### config.mk
export PLATFORM = sky130hd
export DESIGN_NAME = bin_fc_layer_engine
export DESIGN_NICKNAME = d
export VERILOG_FILES = /design/src/rtl/bin_fc_layer_engine.sv
export SDC_FILE = /design/constraint.sdc
export NUM_CORES = 1
export LEC_CHECK = 0
export CORE_UTILIZATION = 60
export CTS_CLUSTER_DIAMETER = 120
export CTS_CLUSTER_SIZE = 40
export DETAILED_ROUTE_END_ITERATION = 10
export GPL_ROUTABILITY_DRIVEN = 0
export PLACE_DENSITY_LB_ADDON = 0.2
export SYNTH_ARGS = -nofsm -noshare
export SYNTH_HDL_FRONTEND = slang
export SYNTH_SLANG_ARGS = --single-unit
### constraint.sdc
create_clock -name clk -period 5.8 [get_ports clk]
set_input_delay 0.58 -clock clk [delete_from_list [all_inputs] [get_ports clk]]
set_output_delay 0.58 -clock clk [all_outputs]
set_load 0.01 [all_outputs]
### src/rtl/bin_fc_layer_engine.sv
// Binary-input fully-connected layer engine: kernel -> BRAM, stream samples, sign-activate, pack, write back.
// Define BIN_FC_ACC_SAT_EN to saturate the accumulator instead of wrapping.
module bin_fc_layer_engine #(
  parameter int          N_IN        = 200,
  parameter int          N_OUT       = 200,
  parameter int          N_SAMPLES   = 100,
  parameter int          ACC_W       = 16,
  parameter logic [31:0] KERNEL_ADDR = 32'h10000,
  parameter logic [31:0] SAMPLE_ADDR = 32'hE000,
  parameter logic [31:0] RESULT_ADDR = 32'hF000
) (
  input  logic        clk,
  input  logic        reset_n,
  output logic [31:0] av_address,
  output logic        av_read_n,
  output logic        av_write_n,
  output logic [1:0]  av_byteenable,
  output logic [15:0] av_writedata,
  input  logic        av_waitrequest,
  input  logic        av_readdatavalid,
  input  logic [15:0] av_readdata,
  output logic [15:0] bram_addr,
  output logic [15:0] bram_wdata,
  output logic        bram_we,
  input  logic [15:0] bram_rdata,
  input  logic [7:0]  samples_ready,
  output logic [7:0]  samples_done,
  output logic        busy
);
  localparam int          XB        = ((N_IN + 15) / 16) * 16;
  localparam logic [31:0] KW        = 32'((N_OUT * (N_IN + 1) + 1) / 2);
  localparam logic [31:0] IW        = 32'((N_IN + 15) / 16);
  localparam logic [31:0] OW        = 32'((N_OUT + 15) / 16);
  localparam logic [16:0] NODE_B    = 17'(N_IN + 1);
  localparam logic [10:0] STEP_LAST = 11'(N_IN + 1);
  localparam logic [10:0] NODE_LAST = 11'(N_OUT - 1);
  localparam logic [10:0] NODE_END  = 11'(N_OUT);
  localparam logic [7:0]  NSAMP     = 8'(N_SAMPLES);

  localparam logic [2:0] S_IDLE = 3'd0, S_LOAD_K = 3'd1, S_LOAD_X = 3'd2, S_CALC = 3'd3,
                         S_ACT  = 3'd4, S_WRITE  = 3'd5, S_SDONE  = 3'd6, S_DONE = 3'd7;

  logic [2:0]       state_q, state_d;
  logic [31:0]      iss_q, iss_d, rcv_q, rcv_d;
  logic [XB-1:0]    x_q, x_d;
  logic [16:0]      base_q, base_d;
  logic [10:0]      step_q, step_d, node_q, node_d;
  logic [15:0]      owrd_q, owrd_d, pack_q, pack_d, wdata_q, wdata_d;
  logic [ACC_W-1:0] acc_q, acc_d;
  logic [7:0]       sdone_q, sdone_d;
  logic [15:0]      bwaddr_q, bwaddr_d, bwdata_q, bwdata_d;
  logic             bwe_q, bwe_d, lane_q;

  logic             rd_en, rd_acc, x_bit;
  logic [16:0]      rbyte;
  logic [7:0]       bsel;
  logic [ACC_W-1:0] wext;
  logic [XB-1:0]    xs;
  logic [15:0]      pk;
  logic [4:0]       cnt;

  function automatic logic [ACC_W-1:0] acc_add(input logic [ACC_W-1:0] a, input logic [ACC_W-1:0] b);
    logic [ACC_W-1:0] s;
    s = a + b;
`ifdef BIN_FC_ACC_SAT_EN
    if (a[ACC_W-1] == b[ACC_W-1] && s[ACC_W-1] != a[ACC_W-1])
      s = a[ACC_W-1] ? {1'b1, {(ACC_W-1){1'b0}}} : {1'b0, {(ACC_W-1){1'b1}}};
`endif
    return s;
  endfunction

  assign rd_en  = (state_q == S_LOAD_K && iss_q < KW) ||
                  (state_q == S_LOAD_X && sdone_q < samples_ready && iss_q < IW);
  assign rd_acc = rd_en && !av_waitrequest;

  // Byte pointer for CALC: lane is registered so it lines up with the 1-cycle BRAM read.
  assign rbyte = base_q + 17'(step_q);
  assign bsel  = lane_q ? bram_rdata[15:8] : bram_rdata[7:0];
  assign wext  = {{(ACC_W-8){bsel[7]}}, bsel};
  assign xs    = x_q >> (step_q - 11'd2);
  assign x_bit = xs[0];
  assign pk    = {~acc_q[ACC_W-1], pack_q[15:1]};
  assign cnt   = {1'b0, node_q[3:0]} + 5'd1;

  assign av_read_n     = ~rd_en;
  assign av_write_n    = (state_q != S_WRITE);
  assign av_byteenable = 2'b11;
  assign av_writedata  = wdata_q;
  assign bram_addr     = (state_q == S_CALC) ? rbyte[16:1] : bwaddr_q;
  assign bram_wdata    = bwdata_q;
  assign bram_we       = bwe_q;
  assign samples_done  = sdone_q;
  assign busy          = (state_q != S_IDLE);

  always_comb begin
    case (state_q)
      S_LOAD_K: av_address = KERNEL_ADDR + iss_q;
      S_LOAD_X: av_address = SAMPLE_ADDR + 32'(sdone_q) * IW + iss_q;
      S_WRITE:  av_address = RESULT_ADDR + 32'(sdone_q) * OW + 32'(owrd_q);
      default:  av_address = 32'd0;
    endcase
  end

  always_comb begin
    state_d = state_q;  iss_d = iss_q;    rcv_d = rcv_q;     x_d = x_q;
    base_d = base_q;    step_d = step_q;  node_d = node_q;   owrd_d = owrd_q;
    acc_d = acc_q;      pack_d = pack_q;  wdata_d = wdata_q; sdone_d = sdone_q;
    bwe_d = 1'b0;       bwaddr_d = bwaddr_q; bwdata_d = bwdata_q;
    if (rd_acc) iss_d = iss_q + 32'd1;
    case (state_q)
      S_IDLE: begin
        iss_d = '0; rcv_d = '0; sdone_d = '0; node_d = '0; base_d = '0;
        owrd_d = '0; step_d = '0; pack_d = '0;
        if (samples_ready != 8'd0) state_d = S_LOAD_K;
      end
      S_LOAD_K: if (av_readdatavalid) begin
        bwe_d = 1'b1; bwaddr_d = rcv_q[15:0]; bwdata_d = av_readdata;
        rcv_d = rcv_q + 32'd1;
        if (rcv_q == KW - 32'd1) begin
          state_d = S_LOAD_X; iss_d = '0; rcv_d = '0;
        end
      end
      S_LOAD_X: if (av_readdatavalid) begin
        x_d   = XB'({av_readdata, x_q} >> 16);
        rcv_d = rcv_q + 32'd1;
        if (rcv_q == IW - 32'd1) begin
          state_d = S_CALC; step_d = '0; node_d = '0; base_d = '0; owrd_d = '0; pack_d = '0;
        end
      end
      S_CALC: begin
        if (step_q == 11'd1)                 acc_d = wext;
        else if (step_q != 11'd0 && x_bit)   acc_d = acc_add(acc_q, wext);
        if (step_q == STEP_LAST) begin
          step_d = '0; state_d = S_ACT;
        end else begin
          step_d = step_q + 11'd1;
        end
      end
      S_ACT: begin
        node_d = node_q + 11'd1;
        base_d = base_q + NODE_B;
        if (node_q[3:0] == 4'hF || node_q == NODE_LAST) begin
          wdata_d = pk >> (5'd16 - cnt);  // right-align a partial final word
          pack_d  = '0;
          state_d = S_WRITE;
        end else begin
          pack_d  = pk;
          state_d = S_CALC;
        end
      end
      S_WRITE: if (!av_waitrequest) begin
        owrd_d  = owrd_q + 16'd1;
        state_d = (node_q == NODE_END) ? S_SDONE : S_CALC;
      end
      S_SDONE: begin
        sdone_d = sdone_q + 8'd1;
        iss_d = '0; rcv_d = '0;
        state_d = (sdone_q + 8'd1 == NSAMP) ? S_DONE : S_LOAD_X;
      end
      default: if (samples_ready == 8'd0) state_d = S_IDLE;
    endcase
  end

  always_ff @(posedge clk) begin
    if (!reset_n) begin
      state_q <= S_IDLE; iss_q <= '0; rcv_q <= '0; x_q <= '0; base_q <= '0;
      step_q <= '0; node_q <= '0; owrd_q <= '0; acc_q <= '0; pack_q <= '0;
      wdata_q <= '0; sdone_q <= '0; bwe_q <= 1'b0; bwaddr_q <= '0; bwdata_q <= '0;
      lane_q <= 1'b0;
    end else begin
      state_q <= state_d; iss_q <= iss_d; rcv_q <= rcv_d; x_q <= x_d; base_q <= base_d;
      step_q <= step_d; node_q <= node_d; owrd_q <= owrd_d; acc_q <= acc_d; pack_q <= pack_d;
      wdata_q <= wdata_d; sdone_q <= sdone_d; bwe_q <= bwe_d; bwaddr_q <= bwaddr_d;
      bwdata_q <= bwdata_d; lane_q <= rbyte[0];
    end
  end
endmodule

[Yosys cells after proc, flatten, opt, wreduce, memory -nomap -nowiden]
Cells that the tools add are included.
Storage, ports and cells
  logic and storage cells: 135
  bits of input ports: 44
  output and inout bits: 94
  flip-flop bits (word level): 420
Cells by class
  bitwise operators: 2
  reductions and logical operators: 31
  shift operators: 2
  order comparisons: 3
  multiplexer cells: 41
  multiply operators: 1
  eq/ne operators: 22
  add/subtract/negate cells: 17
Operators by type and width (number)
  >> shifter 208 x 11 -> 1 bit: 1
  2-to-1 mux 32 bit: 6
  one-hot mux 32 bit (3 select lines): 2
  2-to-1 mux 16 bit: 7
  one-hot mux 16 bit (3 select lines): 2
  one-hot mux 11 bit (3 select lines): 2
  adder 32 x 1 -> 32 bit (second input constant): 2
  one-hot mux 32 bit (2 select lines): 1
  one-hot mux 17 bit (3 select lines): 1
  adder 16 x 12 -> 17 bit (first input constant): 2
  2-to-1 mux 17 bit: 2
  == test 11 x 8 -> 1 bit (second input constant): 3
  2-to-1 mux 11 bit: 3
  2-to-1 mux 3 bit: 11
  adder 17 x 32 -> 32 bit: 1
  adder 17 x 32 -> 32 bit (first input constant): 1
  == test 32 x 15 -> 1 bit (second input constant): 1
  == test 32 x 4 -> 1 bit (second input constant): 1
  < comparator 32 x 15 -> 1 bit (second input constant): 1
  < comparator 32 x 4 -> 1 bit (second input constant): 1
  adder 11 x 1 -> 11 bit (second input constant): 2
  one-hot mux 3 bit (7 select lines): 1
  adder 17 x 16 -> 18 bit: 1
  adder 17 x 11 -> 17 bit: 1
  37 further kinds: 63

[Longest topological paths before layout]
Gate-level depths: netlist (run 1).
  word-level depth: 9
  depth in mapped cells: 22
  depth with buffers taken out: 22

[Least setup slack after synthesis (run 1)]
Ideal clock, no wire load.
  path type: register -> output
  start point: reg sdone_q[1] (netlist: samples_done[1])
  end point: out av_address[24]
  data required time: 5220 ps
  buffers on the path: 0
  cell stages (with the launch flop): 20
  data arrival time: 4464 ps
  path slack: 756 ps
  cells stage by stage: dfxtp_1 > ha_1 > inv_1 > fa_1 > inv_1 > ha_1 > a21o_1 > a21oi_1 > o21ai_0 > a21oi_1 > xnor2_1 > ha_1 > a21o_1 > a21oi_1 > o31ai_1 > a211oi_1 > nor2_1 > or3b_2 > a41oi_1 > nor3_1
On the way
  word-level cells in the longest chain between the ends: 4
RTL lines
  start, declared: line 50  | logic [7:0] sdone_q, sdone_d;
  start signal, assigned: line 173  | wdata_q <= wdata_d; sdone_q <= sdone_d; bwe_q <= bwe_d; bwaddr_q <= bwaddr_d;
  multiplier 8 x 4 -> 12 bit: line 98  | S_LOAD_X: av_address = SAMPLE_ADDR + 32'(sdone_q) * IW + iss_q;
  adder 16 x 12 -> 17 bit: line 98
  adder 17 x 32 -> 32 bit: line 98
  one-hot mux 32 bit (3 select lines): line 96  | case (state_q)
  end, declared: line 14  | output logic [31:0] av_address,
No other way between the ends.

[Final worst setup path (run 1)]
  start point: reg sdone_q[1] (netlist: samples_done[1])
  end point: out av_address[13]
On the way
  word-level cells in the longest chain between the ends: 4
  elaborated cells between the ends (all ways): 6
  classes of those cells: 4 x add/sub; 1 x mul; 1 x mux
RTL lines (line)
  multiplier 8 x 4 -> 12 bit (*): 98, 99
  adder 16 x 12 -> 17 bit, on equally long branches: 98, 99
  adder 17 x 32 -> 32 bit / adder 17 x 16 -> 18 bit (equally long branches): 98, 99
  one-hot mux 32 bit (3 select lines) (*): 96
Every way passes the cells marked *; elsewhere a longest branch is shown, timed or not.

==> flow_summary.json, run 1 <==
{
  "routed_wl_mm": 56.9,
  "cts.sinks": 419,
  "fin_hold_ws_ps": 462,
  "path_class": "reg2out",
  "grt_max_degree": 209,
  "start_util_pct": 61.2,
  "nets": 2985,
  "fmaxAchievable_mhz": 175,
  "ys_ff_latch": 419,
  "dr.pass1.iters": 7,
  "antenna_found_initial": 0,
  "synth_flop_cell": "dfxtp_1",
  "finalSetupTns_ps": 0,
  "cts_tree": "built",
  "ctsHtreeMaxLevel": 1,
  "portBuffers": 135,
  "worst_slew_pin_slew_ps": 1200,
  "arrival_ps": 5150,
  "rows": 70,
  "skew_ps": 23.9,
  "multi_input_area_sq_um": 13400,
  "startpoint_type": "register",
  "hold_path.class": "reg2reg",
  "coreArea_sq_um": 36800,
  "drc": 0,
  "path_clk_slew_ps": 140,
  "end_kind": "primary output",
  "grt_pass1_wl_mm": 92.6,
  "rsz0062_at_grt": "true",
  "status": "complete, no violations",
  "insertedDiodeCount": 0,
  "seq_area_sq_um": 8400,
  "insertion_delay_ps": 550,
  "required_ps": 5220,
  "maxCapViolations": 0,
  "layout_min_cycle_time_ps": 5730,
  "p_leak_uw": 0.00896,
  "synth_top_area_share_pct": 37.3,
  "wl_per_cell_um": 17.2,
  "vias_per_cell": 6.06,
  "syn_to_final_growth_pct": 10.3,
  "syn_inst": 2808,
  "ys_seq_area_share_pct": 37.3,
  "ir_drop_uv": 286,
  "ant_nets": 0,
  "dieArea_sq_um": 38300,
  "synth.area.top_cells": "dfxtp_1 (37%), nand2_1 (11%), a21oi_1 (8.1%)",
  "final_cell_mix": "nand2_1 (628), dfxtp_1 (414), a21oi_1 (359), nor2_1 (205), clkdlybuf4s50_1 (115)",
  "synth_edf_count": 0,
  "vias": 20000,
  "slew_viol_final": 0,
  "io_pins": 138,
  "fp.dieW_um": 196,
  "synth_area_sq_um": 22500,
  "yosys_warnings": 0,
  "die_h_um": 196,
  "first_iter_violations": 1651,
  "root_buffer": "clkbuf_16",
  "hold_viol_final": 0,
  "hold_buffers": 0,
  "layout_commonest_cell": "nand2_1",
  "cp_max_fo": 4,
  "avgSynthCellArea_sq_um": 8.01,
  "grt_pass1_vias": 18700,
  "cts_buffers": 15,
  "async_flop_share_pct": 0,
  "yosysTopAreaCell": "dfxtp_1",
  "relSlewSlack_pct": 19.9,
  "nFillCells": 3122,
  "period_share_pct": 98.7,
  "grt_use_total_pct": 28.9,
  "gr-total-overflow": 0,
  "setup_violations": 0,
  "layout-drive-gt1-share_pct": 7.50,
  "power-per-cell-area_nw_per_um2": 259,
  "hpwl_mm": 39.3,
  "ys_types": 75,
  "clockBufferDepth": 3
}
power by group:
| group | internal, uW | switching [uW] |
|---|---|---|
| clock | 508 | 924 |
| sequential | 2960 | 164 |
| combinational | 611 | 1240 |
cell usage after synthesis, drive strengths merged (29+ instances only):
| master | n |
|---|---|
| nand2 | 634 |
| dfxtp | 419 |
| a21oi | 364 |
| nor2 | 209 |
| clkbuf | 140 |
| o21ai | 96 |
| ha | 94 |
| inv | 77 |
| xor2 | 74 |
| xnor2 | 71 |
| nor3 | 60 |
| mux4 | 56 |
| nand3 | 55 |
| or3 | 34 |
| a22oi | 32 |
| mux2i | 32 |
| nand4 | 32 |
| and3 | 30 |
| buf | 29 |
kinds of logic (layout without fill, tap and decap cells):
| group | Yosys count | count (layout) | synth area share [%] |
|---|---|---|---|
| simple gates | 1148 | 1148 | 22.1 |
| compound gates | 642 | 642 | 16.7 |
| flops | 419 | 419 | 37.3 |
| buf+inv | 248 | 280 | 4.41 |
| xor+xnor | 145 | 145 | 5.68 |
| fa+ha+maj | 103 | 103 | 6.03 |
| mux | 102 | 102 | 7.73 |
| other cells | 1 | 2 | 0.0167 |
state kept, by name (all words and copies together), names as in the netlist:
signal        count
owrd_q           16
x_q             208
bram_we           1
rcv_q            32
samples_done      8
base_q           17
bwaddr_q         16
state_q           3
pack_q           15
av_writedata     16
bram_wdata       16
node_q           11
lane_q            1
iss_q            32
step_q           11
acc_q            16
path summary, 6_finish.rpt:
check | from | endpoint | cells past startpoint | slack [ps]
worst max-delay path | samples_done[1]$_SDFFE_PN0P_ | av_address[13] | 23 | 70
worst min-delay path | bram_wdata[2]$_SDFFE_PN0P_ | bram_wdata[2]$_SDFFE_PN0P_ | 2 | 460
worst max register to register | step_q[2]$_SDFFE_PN0P_ | acc_q[10]$_SDFFE_PN0P_ | 11 | 1320
worst min register to register | bram_wdata[2]$_SDFFE_PN0P_ | bram_wdata[2]$_SDFFE_PN0P_ | 2 | 460
cell type report:
class | instances | share of cell area [%]
inverter | 79 | 1.23
multi-input combinational | 2142 | 54.0
clock buffer | 16 | 1.53
clock inverter | 4 | 0.262
sequential | 419 | 33.9
tap | 468 | 2.36
timing repair buffer | 181 | 6.82
metal layers:
layer | wire [um] | track usage, % | vias up
met5 | 0 | 0 | -
met4 | 1360 | 8.08 | 0
met3 | 2750 | 2.25 | 108
met2 | 27700 | 50.1 | 574
met1 | 25100 | 38.6 | 9598
li1 | - | - | 9764
stage by stage:
stage	std cells	worst slack [ps]	utilization (%)	instance area (sq um)	total power, uW
floorplan	2809	756	-	22500	4460
global placement	3274	95.7	65.4	24000	4970
detailed placement	3274	-92.3	65.4	24000	5010
CTS	3303	22.7	67.0	24700	6430
global route	3309	-128	67.4	24800	6740
finish	3309	74.9	67.4	24800	6410
critical path, stage by stage (launching register included):
cell and delay (ps):
dfxtp_4 390, ha_4 260, inv_2 30, fa_2 570, inv_2 40, ha_1 270, a21o_1 170, a21oi_2 180
o21ai_2 100, a21oi_2 160, o21bai_1 110, a21oi_2 200, xnor2_2 180, buf_12 150, ha_4 210, a21o_1 200
o41ai_4 370, buf_4 190, buf_12 100, buf_4 110, o21ai_0 90, a22oi_2 240, o21ai_1 100, buf_2 170
timing repair:
item | CTS | global route
setup buffers | 9 | 6
pin swaps | 14 | 14
gates resized for setup | 50 | 48
setup endpoints to repair | 21 | 21
No activity file was read; power rests on OpenSTA's default activity.
==> run 2: changes to the inputs <==
==> constraint.sdc (replaced) <==
create_clock -name clk -period 5.8 [get_ports clk]
set_input_delay 1.74 -clock clk [delete_from_list [all_inputs] [get_ports clk]]
set_output_delay 1.74 -clock clk [all_outputs]
set_load 0.01 [all_outputs]
==> run 2 against run 1 <==
The flow now finishes with violations (setup timing); utilization up 2.6 points; worst setup slack worse by 1000 ps; global-route usage up 0.71 points; routed wire length up 2.7%; die area unchanged; clock power down 5%; register-to-register slack better by 410 ps; sequential share of layout area down 1.2 points; non-clock buffer count up 82; maximum frequency down 15%; final area up 3.8%; worst hold slack better by 1.0 ps; critical path type unchanged; critical endpoint is now av_address[23]; highest routed layer unchanged.
==> flow_summary.json, run 2 (synthesis gave the netlist of run 1 again) <==
{
  "status": "finished with violations",
  "largest_reg_flops": 208,
  "end_kind": "primary output",
  "nets": 3066,
  "hold_buffers": 0,
  "r2r-start": "step_q[0]$_SDFFE_PN0P_",
  "top_regs": "x_q (208), iss_q (32), rcv_q (32)",
  "fp.dieW_um": 196,
  "vias_per_cell": 6.07,
  "setup_violations": 23,
  "required_ps": 4060,
  "rows": 70,
  "drc": 0,
  "cts_buffers": 14,
  "syn_to_final_growth_pct": 14.5,
  "first_iter_violations": 1621,
  "clockBufferDepth": 3,
  "hold_start": "bram_wdata[10]$_SDFFE_PN0P_",
  "rrSetupSlack_ps": 1730,
  "violations": "setup timing",
  "ant_nets": 0,
  "path_clk_slew_ps": 140,
  "io_pins": 138,
  "relSlewSlack_pct": 22.1,
  "hpwl_mm": 40.3,
  "layout_min_cycle_time_ps": 6720,
  "insertion_delay_ps": 530,
  "regMostFlops": "x_q",
  "grt_max_degree": 135,
  "layout-drive-gt1-share_pct": 12.3,
  "final.setup.worst_slack_ps": -921,
  "dr.pass1.iters": 6,
  "cts_tree": "built",
  "startpoint_type": "register",
  "layout_commonest_cell": "nand2_1",
  "ctsHtreeMaxLevel": 1,
  "coreArea_sq_um": 36800,
  "fmaxAchievable_mhz": 149,
  "routed_wl_mm": 58.4,
  "vias": 20600,
  "skew_ps": 21.1,
  "die_h_um": 196,
  "final_cell_mix": "nand2_1 (628), dfxtp_1 (413), a21oi_1 (347), nor2_1 (205), buf_4 (112)",
  "maxCapViolations": 0,
  "slew_viol_final": 0,
  "stdcell_count": 3390,
  "rsz0062_at_grt": "true",
  "path_class": "reg2out",
  "worstHoldPathCells": 2,
  "root_buffer": "clkbuf_16",
  "timing.rr.end": "acc_q[5]$_SDFFE_PN0P_",
  "worstHoldEndpoint": "bram_wdata[10]$_SDFFE_PN0P_",
  "power-per-cell-area_nw_per_um2": 251,
  "p_leak_uw": 0.00938,
  "ir_drop_uv": 252,
  "cts.sinks": 419,
  "hold_viol_final": 0,
  "rr_worst_depth": 11,
  "antenna_found_initial": 0,
  "grt_pass1_wl_mm": 94.9,
  "gr-total-overflow": 0,
  "portBuffers": 135,
  "cp_max_fo": 5,
  "hold_path.class": "reg2reg",
  "dp.cells": 3346,
  "nFillCells": 2862,
  "dieArea_sq_um": 38300,
  "period_share_pct": 116,
  "worst_slew_pin_slew_ps": 1170,
  "arrival_ps": 4980,
  "power.total_uw": 6470,
  "grt_use_total_pct": 29.6,
  "wl_per_cell_um": 17.2,
  "grt_pass1_vias": 19200,
  "start_util_pct": 61.2
}
run 2: changes by cell type in the layout (fill, tap and decap cells not counted), sizes merged:
| cell | previous run | this run |
|---|---|---|
| inv | 82 | 79 |
| clkdlybuf4s15 | 1 | 0 |
| clkbuf | 22 | 16 |
| dlygate4sd2 | 8 | 3 |
| dlymetal6s2s | 3 | 0 |
| diode | 0 | 1 |
| buf | 48 | 152 |
| clkdlybuf4s50 | 115 | 108 |
| clkinv | 1 | 2 |
run 2: worst max-delay path, stage by stage, from the launching register on:
cell and delay (ps):
dfxtp_4 390, ha_4 260, inv_2 30, fa_2 560, inv_2 50, ha_4 210
a21o_1 200, a21oi_2 170, o21ai_2 80, a21oi_2 220, o21bai_1 120, a21oi_2 200
xnor2_2 120, ha_1 330, nand2_2 90, nor2_2 40, nand2_1 70, o21ai_2 70
o41ai_2 340, buf_4 210, nand3_4 130, nand2_4 130, buf_6 100, nand2_1 40
nor2_1 130, buf_2 150
run 2: power breakdown:
group / internal [uW] / leakage, uW / switching (uW)
sequential: 2970 / 0.00338 / 140
clock: 485 / 0.000199 / 871
combinational: 698 / 0.00580 / 1310
total: 4150 / 0.00938 / 2320
run 2: worst max-delay path by stage:
stage	startpoint	endpoint	slack, ps	cells after the start
after global routing	samples_done[1]$_SDFFE_PN0P_	av_address[27]	-1100	25
after floorplan	samples_done[1]$_SDFFE_PN0P_	av_address[31]	-2	20
after CTS	samples_done[1]$_SDFFE_PN0P_	av_address[15]	-860	25
after global placement	samples_done[1]$_SDFFE_PN0P_	av_address[27]	-710	24
after detailed placement	samples_done[1]$_SDFFE_PN0P_	av_address[24]	-870	20
final	samples_done[1]$_SDFFE_PN0P_	av_address[23]	-920	25
run 2: routing by layer:
metal | global-route usage (%) | vias up | share of wire (%)
li1 | - | 9950 | -
met1 | 39.4 | 9847 | 43
met4 | 8.57 | 0 | 2.7
met5 | 0 | - | 0
met3 | 2.83 | 120 | 5.6
met2 | 51.0 | 674 | 49
run 2: area by class of cell:
class	instances	area (sq um)	share of cell area (%)
multi-input cells	2142	13800	53.5
flip-flops and latches	419	8400	32.6
repair buffers	263	2280	8.86
well taps	468	586	2.27
clock buffers	16	379	1.47
inverters	79	304	1.18
clock inverters	2	27.5	0.107
diodes	1	2.50	0.00972
run 2: through the flow:
stage / worst slack [ps] / hold slack [ps] / utilization, % / TNS [ps] / area [sq um]
3_3_place_gp: -710 / 440 / 67.1 / -12070 / 24700
6_report: -921 / 463 / 70.0 / -18060 / 25800
5_1_grt: -1100 / 482 / 70.0 / -22200 / 25800
4_1_cts: -864 / 463 / 69.3 / -16040 / 25500
3_5_place_dp: -874 / 444 / 67.1 / -14620 / 24700
2_1_floorplan: -2.20 / 426 / - / -2.56 / 22600
run 2: repair_timing:
item,CTS,global route
endpoints found under the setup margin,29,31
setup buffers,18,8
resized for setup,182,48
pin swaps,68,35
